`config.mk`:
```
export PLATFORM = sky130hd
export DESIGN_NAME = fp_shift_arbiter
export DESIGN_NICKNAME = d
export VERILOG_FILES = /design/src/rtl/fp_shift_arbiter.sv
export SDC_FILE = /design/constraint.sdc
export NUM_CORES = 1
export LEC_CHECK = 0
export BUFFER_PORTS_ARGS = -buffer_cell sky130_fd_sc_hd__buf_2
export CAP_MARGIN = 30
export CORE_MARGIN = 2
export CORE_UTILIZATION = 43
export CTS_CLUSTER_DIAMETER = 40
export DETAILED_ROUTE_END_ITERATION = 8
export PLACE_DENSITY = 0.79
export SETUP_SLACK_MARGIN = 0.02
export SLEW_MARGIN = 20
export SYNTH_ARGS = -nofsm -noshare
export SYNTH_HDL_FRONTEND = slang
export SYNTH_SLANG_ARGS = --single-unit
```
`constraint.sdc`:
```
create_clock -name clk -period 8.1 [get_ports clk]
set_input_delay 0.81 -clock clk [delete_from_list [all_inputs] [get_ports clk]]
set_output_delay 0.81 -clock clk [all_outputs]
set_load 0.01 [all_outputs]
```
`src/rtl/fp_shift_arbiter.sv`:
```
// Shares one external shift_register between the FP ALU exponent-alignment and
// normalization requesters: compares, bypasses or sequences the shifter, and acks results.
module fp_shift_arbiter #(
    parameter int Mantissa_Size  = 23,
    parameter int Exponent_Size  = 8,
    parameter int Timeout_Cycles = 64
) (
    input  logic                     clk,
    input  logic                     reset,
    input  logic                     align_req,
    input  logic [Mantissa_Size:0]   align_mant_a,
    input  logic [Mantissa_Size:0]   align_mant_b,
    input  logic [Exponent_Size-1:0] align_exp_a,
    input  logic [Exponent_Size-1:0] align_exp_b,
    output logic                     align_ack,
    output logic [Mantissa_Size:0]   align_mant_big,
    output logic [Mantissa_Size:0]   align_mant_small,
    output logic [Exponent_Size-1:0] align_exp,
    output logic                     align_swap,
    input  logic                     norm_req,
    input  logic [Mantissa_Size:0]   norm_mant,
    input  logic [Exponent_Size-1:0] norm_exp,
    output logic                     norm_ack,
    output logic [Mantissa_Size:0]   norm_mant_out,
    output logic [Exponent_Size-1:0] norm_exp_out,
    output logic                     norm_zero,
    output logic                     sh_enable,
    output logic                     sh_load,
    output logic                     sh_direction,
    output logic [Mantissa_Size:0]   sh_mantissa,
    output logic [Exponent_Size-1:0] sh_exponent,
    output logic [Exponent_Size-1:0] sh_no_of_shifts,
    input  logic [Mantissa_Size:0]   sh_shifted_mantissa,
    input  logic [Exponent_Size-1:0] sh_shifted_exponent,
    input  logic                     sh_done,
    output logic                     timeout_err
);
    localparam int MW  = Mantissa_Size + 1;
    localparam int EW  = Exponent_Size;
    localparam int WDW = $clog2(Timeout_Cycles + 1);
    localparam logic [EW-1:0]  MAX_SHIFT = EW'(Mantissa_Size + 1);
    localparam logic [WDW-1:0] WD_MAX    = WDW'(Timeout_Cycles);
    localparam logic [WDW-1:0] WD_LAST   = WDW'(Timeout_Cycles - 1);
    localparam logic [WDW-1:0] WD_ARMED  = WDW'(2);

    typedef enum logic [2:0] {S_IDLE, S_CMP, S_LOAD, S_WAIT, S_RESP} state_t;
    typedef enum logic {JOB_ALIGN, JOB_NORM} job_t;

    state_t r_state, w_next;
    job_t   r_job, r_last_grant, w_grant;

    logic [MW-1:0]  r_mant_a, r_mant_b;
    logic [EW-1:0]  r_exp_a, r_exp_b;
    logic [WDW-1:0] r_wd;

    logic           r_align_ack, r_align_swap, r_norm_ack, r_norm_zero, r_timeout;
    logic [MW-1:0]  r_align_big, r_align_small, r_norm_mant;
    logic [EW-1:0]  r_align_exp, r_norm_exp;
    logic           r_sh_enable, r_sh_load, r_sh_dir;
    logic [MW-1:0]  r_sh_mant;
    logic [EW-1:0]  r_sh_exp, r_sh_cnt;

    logic           w_any, w_swap, w_done_ok, w_expired;
    logic [MW-1:0]  w_big_mant, w_small_mant;
    logic [EW-1:0]  w_big_exp, w_small_exp, w_diff;
    logic [MW-1:0]  w_res_small, w_res_norm_mant;
    logic [EW-1:0]  w_res_norm_exp, w_sh_cnt;
    logic           w_res_zero, w_timeout, w_sh_dir;

    assign w_any   = align_req | norm_req;
    // Tie goes to whichever requester was not served last.
    assign w_grant = (align_req && norm_req) ? ((r_last_grant == JOB_ALIGN) ? JOB_NORM : JOB_ALIGN)
                   : (norm_req ? JOB_NORM : JOB_ALIGN);

    assign w_swap       = r_exp_b > r_exp_a;
    assign w_big_mant   = w_swap ? r_mant_b : r_mant_a;
    assign w_small_mant = w_swap ? r_mant_a : r_mant_b;
    assign w_big_exp    = w_swap ? r_exp_b  : r_exp_a;
    assign w_small_exp  = w_swap ? r_exp_a  : r_exp_b;
    assign w_diff       = w_big_exp - w_small_exp;
    assign w_done_ok    = sh_done && (r_wd >= WD_ARMED);
    assign w_expired    = (r_wd == WD_LAST);

    always_ff @(posedge clk) begin
        if (reset) r_state <= S_IDLE;
        else       r_state <= w_next;
    end

    always_comb begin
        w_next          = r_state;
        w_res_small     = w_small_mant;
        w_res_norm_mant = r_mant_a;
        w_res_norm_exp  = r_exp_a;
        w_res_zero      = 1'b0;
        w_timeout       = 1'b0;
        w_sh_dir        = 1'b0;
        w_sh_cnt        = '0;
        case (r_state)
            S_IDLE: if (w_any) w_next = S_CMP;
            S_CMP: begin
                if (r_job == JOB_ALIGN) begin
                    if (w_diff == '0) begin
                        w_next = S_RESP;
                    end else if (w_diff > MAX_SHIFT) begin
                        w_res_small = '0;
                        w_next      = S_RESP;
                    end else begin
                        w_sh_dir = 1'b1;
                        w_sh_cnt = w_diff;
                        w_next   = S_LOAD;
                    end
                end else if (r_mant_a == '0) begin
                    w_res_norm_mant = '0;
                    w_res_norm_exp  = '0;
                    w_res_zero      = 1'b1;
                    w_next          = S_RESP;
                end else if (r_mant_a[MW-1]) begin
                    w_next = S_RESP;
                end else begin
                    w_next = S_LOAD;
                end
            end
            S_LOAD: w_next = S_WAIT;
            S_WAIT: begin
                if (w_done_ok) begin
                    w_res_small     = sh_shifted_mantissa;
                    w_res_norm_mant = sh_shifted_mantissa;
                    w_res_norm_exp  = sh_shifted_exponent;
                    w_next          = S_RESP;
                end else if (w_expired) begin
                    w_timeout = 1'b1;
                    w_next    = S_RESP;
                end
            end
            S_RESP:  w_next = S_IDLE;
            default: w_next = S_IDLE;
        endcase
    end

    always_ff @(posedge clk) begin
        if (reset) begin
            r_job         <= JOB_ALIGN;
            r_last_grant  <= JOB_ALIGN;
            r_mant_a      <= '0;
            r_mant_b      <= '0;
            r_exp_a       <= '0;
            r_exp_b       <= '0;
            r_wd          <= '0;
            r_align_ack   <= 1'b0;
            r_align_big   <= '0;
            r_align_small <= '0;
            r_align_exp   <= '0;
            r_align_swap  <= 1'b0;
            r_norm_ack    <= 1'b0;
            r_norm_mant   <= '0;
            r_norm_exp    <= '0;
            r_norm_zero   <= 1'b0;
            r_timeout     <= 1'b0;
            r_sh_enable   <= 1'b0;
            r_sh_load     <= 1'b0;
            r_sh_dir      <= 1'b0;
            r_sh_mant     <= '0;
            r_sh_exp      <= '0;
            r_sh_cnt      <= '0;
        end else begin
            r_align_ack <= 1'b0;
            r_norm_ack  <= 1'b0;
            r_timeout   <= 1'b0;
            if (r_state == S_IDLE && w_any) begin
                r_job <= w_grant;
                if (w_grant == JOB_ALIGN) begin
                    r_mant_a <= align_mant_a;
                    r_mant_b <= align_mant_b;
                    r_exp_a  <= align_exp_a;
                    r_exp_b  <= align_exp_b;
                end else begin
                    r_mant_a <= norm_mant;
                    r_exp_a  <= norm_exp;
                end
            end
            if (r_state == S_CMP && w_next == S_LOAD) begin
                r_sh_dir  <= w_sh_dir;
                r_sh_cnt  <= w_sh_cnt;
                r_sh_mant <= (r_job == JOB_ALIGN) ? w_small_mant : r_mant_a;
                r_sh_exp  <= (r_job == JOB_ALIGN) ? w_small_exp  : r_exp_a;
            end
            r_sh_load   <= (w_next == S_LOAD);
            r_sh_enable <= (w_next == S_LOAD) || (w_next == S_WAIT);
            if (r_state == S_WAIT) begin
                if (r_wd != WD_MAX) r_wd <= r_wd + 1'b1;
            end else begin
                r_wd <= '0;
            end
            // Results land together with the ack so they are valid in the RESP cycle.
            if (w_next == S_RESP) begin
                r_timeout <= w_timeout;
                if (r_job == JOB_ALIGN) begin
                    r_align_ack   <= 1'b1;
                    r_align_big   <= w_big_mant;
                    r_align_small <= w_res_small;
                    r_align_exp   <= w_big_exp;
                    r_align_swap  <= w_swap;
                end else begin
                    r_norm_ack  <= 1'b1;
                    r_norm_mant <= w_res_norm_mant;
                    r_norm_exp  <= w_res_norm_exp;
                    r_norm_zero <= w_res_zero;
                end
            end
            if (r_state == S_RESP) r_last_grant <= r_job;
        end
    end

    assign align_ack        = r_align_ack;
    assign align_mant_big   = r_align_big;
    assign align_mant_small = r_align_small;
    assign align_exp        = r_align_exp;
    assign align_swap       = r_align_swap;
    assign norm_ack         = r_norm_ack;
    assign norm_mant_out    = r_norm_mant;
    assign norm_exp_out     = r_norm_exp;
    assign norm_zero        = r_norm_zero;
    assign sh_enable        = r_sh_enable;
    assign sh_load          = r_sh_load;
    assign sh_direction     = r_sh_dir;
    assign sh_mantissa      = r_sh_mant;
    assign sh_exponent      = r_sh_exp;
    assign sh_no_of_shifts  = r_sh_cnt;
    assign timeout_err      = r_timeout;
endmodule

```
Word level (Yosys, flattened, before mapping)
Cells that the tools add are included.
W data, S select, Z words.
{"block": "totals", "regBits": 212, "out_inout_bits": 136, "input_bits": 133, "wordCells": 100}
{"block": "classes", "n_lt_le_gt_ge": 3, "muxes": 43, "eq_ne": 9, "addsub": 2, "n_bitwise": 5, "n_reduce_logical": 14}
{"operator": "$mux W24", "count": 9}
{"operator": "$pmux W24 S2", "count": 2}
{"operator": "$mux W8", "count": 10}
{"operator": "$logic_not A24 Y1", "count": 1}
{"operator": "$mux W3", "count": 8}
{"operator": "$pmux W8 S2", "count": 1}
{"operator": "$eq A3 B2 Y1 const B", "count": 4}
{"operator": "$mux W1", "count": 12}
{"operator": "$pmux W3 S4", "count": 1}
{"operator": "$gt A8 B5 Y1 const B", "count": 1}
{"operator": "$gt A8 B8 Y1", "count": 1}
{"operator": "$logic_not A8 Y1", "count": 1}
{"operator": "$sub A8 B8 Y8", "count": 1}
{"operator": "$add A7 B1 Y7 const B", "count": 1}
{"operator": "$eq A7 B6 Y1 const B", "count": 1}
{"operator": "$ge A7 B2 Y1 const B", "count": 1}
{"operator": "$ne A7 B7 Y1 const B", "count": 1}
{"operator": "$eq A3 B3 Y1 const B", "count": 2}
{"operator": "$reduce_and A2 Y1", "count": 3}
{"operator": "$logic_and A1 B1 Y1", "count": 4}
{"operator": "$not A1 Y1", "count": 4}
{"operator": "$reduce_or A2 Y1", "count": 2}
{"operator": "$reduce_or A4 Y1", "count": 1}
{"operator": "$eq A3 B1 Y1 const B", "count": 1}
{"operator": "other kinds (3)", "count": 3}

Longest topological paths before layout
Gate-level depths: netlist (run 1).
{"block": "logic_depth", "ltp_word": 11, "ltp_mapped": 23, "depth_no_buf": 18}

Least setup slack after synthesis (run 1)
OpenSTA, ideal clock, no wires.
{"block": "synth_timing", "path_type": "register to register", "start": "reg r_exp_a[2]", "end": "reg r_sh_load (netlist: sh_load)", "slack_ps": 2952, "synth_period_minus_slack_ps": 5148, "arrival_ps": 5060, "path_stages_with_launch": 21, "path_cell_list": "dfxtp_1 inv_1 ha_1 and2_4 and4_1 a211o_1 nand2_1 clkbuf_1 clkbuf_1 a22oi_1 ha_1 or4_4 and2_4 o32ai_2 a2111oi_1 or4_1 buf_2 or2_1 buf_6 and2_4 nor4_4"}
{"block": "synth_via", "elab_chain_cells": 9}
{"item": "from (decl)", "line_no": "53", "rtl": "logic [EW-1:0] r_exp_a, r_exp_b;"}
{"item": "from (signal assigned)", "line_no": "174", "rtl": "r_exp_a <= align_exp_a;"}
{"item": "from (signal assigned)", "line_no": "178", "rtl": "r_exp_a <= norm_exp;"}
{"item": "$gt A8 B8 Y1", "line_no": "75", "rtl": "assign w_swap = r_exp_b > r_exp_a;"}
{"item": "$mux W8, on equally long branches", "line_no": "78, 79"}
{"item": "$sub A8 B8 Y8 (*)", "line_no": "80", "rtl": "assign w_diff = w_big_exp - w_small_exp;"}
{"item": "$gt A8 B5 Y1", "line_no": "104", "rtl": "end else if (w_diff > MAX_SHIFT) begin"}
{"item": "$mux W3", "line_no": "104"}
{"item": "$mux W3 (*)", "line_no": "102", "rtl": "if (w_diff == '0) begin"}
{"item": "$mux W3 (*)", "line_no": "101", "rtl": "if (r_job == JOB_ALIGN) begin"}
{"item": "$pmux W3 S4 (*)", "line_no": "98", "rtl": "case (r_state)"}
{"item": "$eq A3 B2 Y1 (*)", "line_no": "187", "rtl": "r_sh_load <= (w_next == S_LOAD);"}
{"item": "to (signal assigned)", "line_no": "187"}
{"item": "to (decl)", "line_no": "59", "rtl": "logic r_sh_enable, r_sh_load, r_sh_dir;"}
Mark *: on every way between the ends. The rest lies on a longest branch, timed or not.
A chain may end at the register's enable or synchronous reset.

Worst setup path in the final report (run 1)
{"block": "layout_timing", "start": "reg r_exp_a[2]", "end": "reg r_sh_exp[1] (netlist: sh_exponent[1])"}
{"block": "layout_via", "elab_chain_cells": 10}
{"item": "$gt A8 B8 Y1", "line_no": "75"}
{"item": "$mux W8, on equally long branches", "line_no": "78, 79"}
{"item": "$sub A8 B8 Y8", "line_no": "80"}
{"item": "$gt A8 B5 Y1", "line_no": "104"}
{"item": "$mux W3", "line_no": "104"}
{"item": "$mux W3", "line_no": "102"}
{"item": "$mux W3", "line_no": "101"}
{"item": "$pmux W3 S4", "line_no": "98"}
{"item": "$eq A3 B2 Y1", "line_no": "181", "rtl": "if (r_state == S_CMP && w_next == S_LOAD) begin"}
{"item": "$logic_and A1 B1 Y1", "line_no": "181"}
{"item": "to (signal assigned)", "line_no": "185", "rtl": "r_sh_exp <= (r_job == JOB_ALIGN) ? w_small_exp : r_exp_a;"}
{"item": "to (decl)", "line_no": "61", "rtl": "logic [EW-1:0] r_sh_exp, r_sh_cnt;"}
Parallel ways exist; a longest one is shown, timed or not.

==> metrics list, run 1 <==
* Outcome: completed
* Biggest fanout along the worst timing path: 50
- Worst hold path class: register to register
- Area of the multi-input gates: 0.00512 mm^2
* Largest stage delay on the critical path: 0.67 ns
* Setup CP Type: register to register
- Buffer cell driving the clock tree root: clkbuf_16
* Arr. time, crit path: 5.90 ns
- Series of cell instances along the critical path: inv_1, ha_1, and2_4, and4_1, a211o_1, nand2_4, buf_4, buf_12, mux2_2, xor2_1, a2111oi_1, or4_1, o21ai_4, buf_4, nor2_1, a211oi_1
- Diodes inserted: 0
* CP endpoint kind: register
- The routed layout has 9239 vias.
- Netlist area before placement: 0.00974 mm^2
- The first routing iteration left 667 violations.
- Once placement completed, the tool counted placed cells totaling 1599.
* Final global-route overflow total: 0
* Router iterations before antenna repair: 5
- Synthesis handed over a netlist of 1127 instances.
- At the end of the flow the core is filled with cells to 55.7%.
- For this run, the top clock speed supported by timing is 182 MHz.
* Clk sink count: 212
- Post-Layout Cell Count: 1664
- Number of buffers added to fix hold violations after cts: 0
* Critical Path Slowest Stage Cell: or4_1
* FF+latch area: 0.00424 mm^2
- Maximum number of pins on one net before global-route repair: 97
* Worst rel slew slack: 34.6%
- Once placement finished, the instance area stood at 0.0112 mm^2.
- Fraction of registers with async set/reset: 0%
- Count of fill cells added during filler insertion: 2061
* Worst Skew: 0.0185 ns
- PortBufs: 268
- For this design the top-level I/O count stands at 269.
* Total setup buffers inserted after CTS: 0
- Post-synthesis register bit count: 212
* Required @ worst endpoint: 8.50 ns
* Internal reg-to-reg setup slack: 2.60 ns
- At the pin with the least slew margin, the transition time is 0.978 ns.
* Antenna violations before repair: 0
* Post-CTS resize count: 0
* Net Count, Synth: 1272
* Vias per cell: 5.55
- Post-route cell area: 0.0125 mm^2
* Horizontal die dimension: 155 um
- Setup violations remaining at the end of the flow were counted as 0.
* TritonCTS clock tree: done
- In the routed design, unresolved DRC markers number 0.
* Category of the worst setup path launch point: register
- The worst register-to-register path ends at sh_exponent[1]$_SDFFE_PP0P_.
* Number of endpoints with negative hold slack in the final report: 0
* Critical path buffer and inverter count: 4
- Post-route total power: 5720 uW
* Static leakage: 0.00526 uW
- Worst setup startpoint: r_exp_a[2]$_SDFFE_PP0P_
- Wires add up to 30.8 mm.
- Max H-tree Level: 2
* Average instance area after synthesis: 8.64 um^2
* Termination of the worst setup path: sh_exponent[1]$_SDFFE_PP0P_
- Fin crit period: 5.50 ns
* Area growth from synthesis to layout: 28.3%
- By instance count, the cell type seen most on the critical path is buf_4.
- Final worst path period share: 67.9%
* Clk_lat worst skew: 0.50 ns
- Of the cells placed in the final design, the portion with a size suffix greater than 1 is 27.0%.
- In the final routed layout, each cell accounts on average for 18.5 um.
* Aggregate global-route resource usage: 25.0%
- Logic depth of the worst path, buffers included: 16
- Max-slew violation total from the final report: 0
* Largest buffer count on any clock path: 3
- For this run, the leading register cell type out of synthesis is dfxtp_1.
- Site row count: 55
* Initial core utilization: 43.4%
- Counting flops with a built-in enable in the synthesized netlist gives 0.
* R2R depth: 16
- Max-cap viol count: 0
* Yosys synthesis warning count: 0
- Clock-pin slew was measured on the worst setup and hold paths at 0.05 ns.
- The worst-case IR drop observed on VDD is 0.225 mV.
* Die Y: 155 um
- DIE AREA: 0.0239 mm^2
* Critical register-to-register path startpoint: r_exp_a[2]$_SDFFE_PP0P_
- Gp weighted congestion: 0.885
* Total Negative Setup Slacks: 0 ns
* First-pass GRT wire length: 47.7 mm
- Power spread over the standard cell area amounts to 457 mW/mm^2.
* Family with the most delay on the worst path: buffers and inverters
- NumNets Final: 1498
- Core area: 0.0224 mm^2
- Number of distinct standard cells referenced by the synthesized netlist: 60
* RSZ-0062 raised after global routing: no
- The number of clock buffers added by TritonCTS is 35.
- The detail route stage leaves a number of antenna-violating nets equal to 0.
* Register area share after synthesis: 43.6%
- The number of global-route vias before repair is 8780.
* HPWL after DPL: 21.0 mm
-- power breakdown --
group | leakage, uW | internal, uW | switching (uW) | total (uW)
clock network | 0.000604 | 1020 | 530 | 1550
registers | 0.00173 | 1350 | 288 | 1640
logic | 0.00292 | 1010 | 1530 | 2540
total | 0.00526 | 3370 | 2350 | 5720
-- kinds of logic after synthesis --
logic type                 Yosys count  synth area share, %
DFF                                212                 43.6
AOI/OAI and AO/OA                  275                 20.0
and+or+nand+nor                    395                 17.7
xor gates and xnor gates             7                0.629
buffers and inverters              109                 4.56
muxes                              117                 12.1
adders and majority gates           12                 1.54
-- how the worst min path moves through the flow --
stage | startpoint | to | slack, ns | cells past startpoint
2_1_floorplan | r_last_grant$_SDFFE_PP0N_ | r_last_grant$_SDFFE_PP0N_ | 0.43 | 2
3_3_place_gp | sh_direction$_SDFFE_PP0P_ | sh_direction$_SDFFE_PP0P_ | 0.44 | 2
3_5_place_dp | sh_direction$_SDFFE_PP0P_ | sh_direction$_SDFFE_PP0P_ | 0.46 | 2
4_1_cts | sh_direction$_SDFFE_PP0P_ | sh_direction$_SDFFE_PP0P_ | 0.46 | 2
5_1_grt | sh_direction$_SDFFE_PP0P_ | sh_direction$_SDFFE_PP0P_ | 0.49 | 2
6_report | sh_direction$_SDFFE_PP0P_ | sh_direction$_SDFFE_PP0P_ | 0.46 | 2
-- metrics by stage --
stage	hold WS, ns	setup slack (ns)
6_report	0.459	2.60
5_1_grt	0.490	2.23
4_1_cts	0.463	2.49
3_5_place_dp	0.455	2.52
3_3_place_gp	0.442	2.67
2_1_floorplan	0.434	2.95
-- cells in the mapped netlist, types with 4 or more instances --
library cell,instances,area [um^2]
nor2_1,168,631
xnor2_1,4,35.0
nor2b_1,9,56.3
nand3_1,20,100
ha_1,12,150
buf_2,10,50.1
a211oi_1,101,758
or3_1,5,31.3
nor3b_1,5,37.5
a21oi_1,58,290
inv_1,17,63.8
nand4_1,4,25.0
a311oi_1,32,280
clkbuf_1,72,270
nand2_1,142,533
mux2i_1,114,1140
buf_1,7,26.3
dfxtp_1,212,4240
a22o_1,24,210
nor4_1,8,50.1
o21ai_0,33,165
or2_2,7,43.8
nor3_1,6,30.0
-- layer usage --
layer / vias up / track usage (%) / part of all wire [%]
met5: - / 0 / 0
met1: 4325 / 33.6 / 45
met2: 351 / 40.3 / 46
li1: 4513 / - / -
met4: 0 / 9.13 / 2.6
met3: 50 / 4.48 / 6.7
-- cells in the final DEF (no fill, tap or decap), types with 9 or more instances in the layout --
cell and count:
nor2b_1 9, dfxtp_1 212, clkbuf_16 37, nand3_1 20, mux2i_1 114, a22o_1 24
a311oi_1 32, buf_2 267, nand2_1 141, inv_1 17, nor2_1 165, o21ai_0 33
a21oi_1 58, buf_4 9, a211oi_1 101, ha_1 12
-- flip-flops by register name, summed over array words and instances, names as in the netlist, 3 cells and up --
| register | cells |
|---|---|
| align_exp | 8 |
| align_mant_big | 24 |
| align_mant_small | 24 |
| norm_exp_out | 8 |
| norm_mant_out | 24 |
| r_exp_a | 8 |
| r_exp_b | 8 |
| r_mant_a | 24 |
| r_mant_b | 24 |
| r_state | 3 |
| r_wd | 7 |
| sh_exponent | 8 |
| sh_mantissa | 24 |
| sh_no_of_shifts | 8 |
-- cell type report --
type | instances | area share (%)
multi-input combinational | 806 | 40.9
clock inverter | 16 | 1.75
timing repair buffer | 281 | 11.9
clock buffer | 47 | 8.11
tap | 285 | 2.85
inverter | 17 | 0.510
sequential | 212 | 33.9
-- worst min-delay path, cell delays in order (launching register included) --
cell     delay [ns]
dfxtp_1        0.30
nand2_1        0.05
a21oi_1        0.06
Power figures use the tool's default switching activity.
==> run 2, diff against run 1 <==
ABC_AREA = 1   (was not set)
PLACE_DENSITY = 0.8   (was 0.79)
clock period = 4.69 ns   (was 8.1 ns; I/O delays follow)
==> metrics list, run 2 <==
- The number of rows in the core area is 58 (was 55).
- Commonest non-fill, non-tap cells in the layout: nand2_1, buf_2, nor2_1, dfxtp_1, inv_1 (was buf_2, dfxtp_1, nor2_1, nand2_1, mux2i_1).
* Slew at the pin closest to its max-slew limit: 0.846 ns (was 0.978 ns)
- The reported net switching power was 5800 uW (was 2350 uW).
- The fraction of final layout cells with drive strength greater than 1 is 19.3% (was 27.0%).
- Post-route total power: 11700 uW (was 5720 uW)
* Clock network power share: 20.3% (was 27.1%)
- The post-detailed-route DRC marker count is 0 (unchanged).
- The area added between synthesis and finish came to 23.7% (was 28.3%).
- The leftover overflow at the end of global routing is 0 (unchanged).
- The element type at the critical path start is a register (unchanged).
* Final worst path period share: 88.3% (was 67.9%)
- The CTS sink count was 212 (unchanged).
* Post-synth EDFFs: 0 (unchanged)
- The mean routed wirelength per cell was 15.8 um (was 18.5 um).
- The buffer levels on the longest clock path was 3 (unchanged).
- The proportion of netlist area held by the largest area contributor was 38.9% (was 43.6%).
- Arr. time, crit path: 4.62 ns (was 5.90 ns)
- The die boundary height is 163 um (was 155 um).
- The count of different cell masters after synthesis came to 39 (was 60).
- Power density normalized to cell area: 870 mW/mm^2 (was 457 mW/mm^2)
- The maximum fanout along the worst path is 59 (was 50).
- The clock latency at the later pin of the worst-skew pair was 0.56 ns (was 0.50 ns).
* Count of fill cells added during filler insertion: 2479 (was 2061)
* TritonCTS Buffers: 30 (was 35)
- Largest cells by area after synthesis: dfxtp_1, nand2_1, nor2_1 (was dfxtp_1, mux2i_1, a211oi_1)
* Max VDD drop: 0.494 mV (was 0.225 mV)
* Num ports: 269 (unchanged)
- The worst slack on hold paths came to 0.163 ns (was 0.459 ns).
- Busiest layer in global routing: met2 (unchanged)
- The width of the die came to 163 um (was 155 um).
- The remaining antenna violation count after routing came to 0 (unchanged).
* Detailed Route WL: 35.5 mm (was 30.8 mm)
- Via count of the first global-routing pass: 10100 (was 8780)
- Yosys synthesis warning count: 0 (unchanged)
* Cell count after synthesis: 1680 (was 1127)
- Aggregate global-route resource usage: 25.7% (was 25.0%)
- The clock slew at the register clock pins of the worst setup and hold paths was 0.06 ns (was 0.05 ns).
* Achievable Freq: 241 MHz (was 182 MHz)
* Worst rel slew slack: 43.6% (was 34.6%)
* Net Count, Synth: 1825 (was 1272)
- The cell with the most instances after synthesis is nand2_1 (was dfxtp_1).
* Router iterations before antenna repair: 5 (unchanged)
- The hold violation total from the final report came to 0 (unchanged).
- Routing usage on met2: 38.4% (was 40.3%)
- RSZ-0062 raised after global routing: no (unchanged).
- Commonest cells post-synth: nand2_1, nor2_1, dfxtp_1 (was dfxtp_1, nor2_1, nand2_1)
* Outcome: completed (unchanged)
- Max H-tree Level: 1 (was 2)
* Register area share after synthesis: 38.9% (was 43.6%)
* Post-synthesis register bit count: 212 (unchanged)
* Max-cap viol count: 0 (unchanged)
- Largest stage delay on the critical path: 0.53 ns (was 0.67 ns)
* Gp weighted congestion: 0.925 (was 0.885)
- The critical path capture point type is a register (unchanged).
- Critical Path Slowest Stage Cell: dfxtp_1 (was or4_1)
- The CTS tree is done (unchanged).
* HPWL after DPL: 25.9 mm (was 21.0 mm)
- The commonest register cell after synthesis is dfxtp_1 (unchanged).
* Post-Layout Cell Count: 2248 (was 1664)
- Most common cell after layout, fill and taps aside: nand2_1 (was buf_2)
- The post-CTS setup-driven buffer insertion count is 0 (unchanged).
- The sum of negative setup slack is 0 ns (unchanged).
- Combinational cell fraction of total power: 56.3% (was 44.4%)
- The leakage power of the design came to 0.00650 uW (was 0.00526 uW).
- Worst hold path class: primary input to register (was register to register)
* Core area: 0.0250 mm^2 (was 0.0224 mm^2)
* Final setup violation count: 0 (unchanged)
* Internal power consumption: 5940 uW (was 3370 uW)
* Max-slew violation total from the final report: 0 (unchanged)
* Number of buffers added to fix hold violations after cts: 0 (unchanged)
- The vias per cell is 5.11 (was 5.55).
* NumNets Final: 2038 (was 1498)
- The minimum clock period after layout came to 4.14 ns (was 5.50 ns).
- PortBufs: 268 (unchanged)
- Netlist area before placement: 0.0109 mm^2 (was 0.00974 mm^2)
- Series of cell instances along the critical path: inv_1, ha_1, nand2_1, nor2_2, nand4_4, nand2_4, buf_6, nand2_1, nand3_1, nand2_1, a21oi_1, nand3_1, nand2_1, nand2_1, nor2_2, nand2_2, nand2_1, nand2_2, buf_4, or2_0, a21oi_1 (was inv_1, ha_1, and2_4, and4_1, a211o_1, nand2_4, buf_4, buf_12, mux2_2, xor2_1, a2111oi_1, or4_1, o21ai_4, buf_4, nor2_1, a211oi_1)
* Met3 usage in global routing: 4.11% (was 4.48%)
- Switch share: 49.4% (was 41.1%)
- Post-CTS resize count: 0 (unchanged)
- Total number of vias: 11500 (was 9239)
- The maximum number of pins on one net before global-route repair was 118 (was 97).
- The met1 global-route usage is 37.6% (was 33.6%).
* DIE AREA: 0.0267 mm^2 (was 0.0239 mm^2)
- Initial core utilization: 43.6% (was 43.4%)
- Cell total after placement: 2190 (was 1599)
- Cell type with the highest occurrence count on the critical path: nand2_1 (was buf_4)
- The share of flip-flops with an asynchronous set or reset after synthesis came to 0% (unchanged).
- The data required time of the worst path was 5.16 ns (was 8.50 ns).
- Buffer cell driving the clock tree root: clkbuf_16 (unchanged)
- The sequential group share of total power is 23.3% (was 28.6%).
- The kind of critical path is register to register (unchanged).
- Worst Skew: 0.0133 ns (was 0.0185 ns)
- The number of antenna violations at the first check in global routing was 2 (was 0).
- The cell type with the highest aggregate area in the netlist is dfxtp_1 (unchanged).
- Number of DRC markers in iteration 0: 1036 (was 667)
- The global-route wire length before repair is 54.2 mm (was 47.7 mm).
* Average instance area after synthesis: 6.50 um^2 (was 8.64 um^2)
==> run 2: changes by cell type after synthesis, sizes merged, moves of 30 or more <==
cell    previous run  this run
a31oi              3        33
a21oi             58       127
nand2            142       455
a211oi           104         1
mux2i            114         0
a311oi            32         1
nor2             168       243
nand3             20        59
o21ai             35       124
inv               17       154
==> run 2: cells by family (layout without fill, tap and decap cells) <==
group | Yosys count | after routing | synth area share (%)
adder cells (fa/ha/maj) | 12 | 12 | 1.37
AND/OR/NAND/NOR | 838 | 838 | 32.2
AO/OA/AOI/OAI | 345 | 345 | 17.4
buffers and inverters | 269 | 506 | 9.90
XOR/XNOR | 4 | 4 | 0.321
flip-flops | 212 | 212 | 38.9
other | 0 | 1 | 0
==> run 2: worst max-delay path, delay by kind of cell (launching register included) <==
kind | cells | cell delay [ns]
and+or+nand+nor | 15 | 2.03
AOI/OAI and AO/OA | 2 | 0.36
adders and majority gates | 1 | 0.36
buffers and inverters | 3 | 0.76
DFF | 1 | 0.53
==> run 2: per-stage QoR <==
| step | setup slack, ns | util (%) | cell area (um^2) |
|---|---|---|---|
| 5_1_grt | 0.122 | 53.9 | 13500 |
| 3_5_place_dp | 0.507 | 49.5 | 12400 |
| 3_3_place_gp | 0.621 | 49.4 | 12400 |
| 2_1_floorplan | 1.65 | - | 10900 |
| 4_1_cts | 0.461 | 53.9 | 13500 |
| 6_report | 0.547 | 53.9 | 13500 |
==> run 2: worst paths after layout <==
kind,startpoint,endpoint,slack (ns),cells past startpoint
worst max-delay path,r_exp_a[7]$_SDFFE_PP0P_,sh_mantissa[17]$_SDFFE_PP0P_,0.55,21
worst min-delay path,norm_mant[6],r_mant_a[6]$_SDFFE_PP0P_,0.16,3
worst max register to register,r_exp_a[7]$_SDFFE_PP0P_,sh_mantissa[17]$_SDFFE_PP0P_,0.55,21
worst min register to register,sh_no_of_shifts[7]$_SDFFE_PP0P_,sh_no_of_shifts[7]$_SDFFE_PP0P_,0.46,2
==> run 2: area by class of cell <==
class | count | area (um^2) | share of cell area, %
Multi-Input combinational cell | 1199 | 5610 | 41.5
Sequential cell | 212 | 4250 | 31.4
Timing Repair Buffer | 291 | 1560 | 11.5
Clock buffer | 36 | 835 | 6.18
Inverter | 159 | 598 | 4.43
Tap cell | 330 | 413 | 3.06
Clock inverter | 20 | 246 | 1.82
Antenna cell | 1 | 2.50 | 0.0185
==> run 2: power groups by stage <==
stage	Clock (uW)	Combinational (uW)	Sequential (uW)
2_1_floorplan	0	4660	2810
3_3_place_gp	0	6360	2760
3_5_place_dp	0	6520	2760
4_1_cts	2410	6550	2730
5_1_grt	2500	7480	2800
6_report	2390	6610	2740
==> run 2: per-layer routing <==
| layer | vias to the layer above | share of wire (%) |
|---|---|---|
| met4 | 0 | 2.9 |
| li1 | 5827 | - |
| met5 | - | 0 |
| met2 | 445 | 43 |
| met1 | 5156 | 47 |
| met3 | 59 | 7.8 |
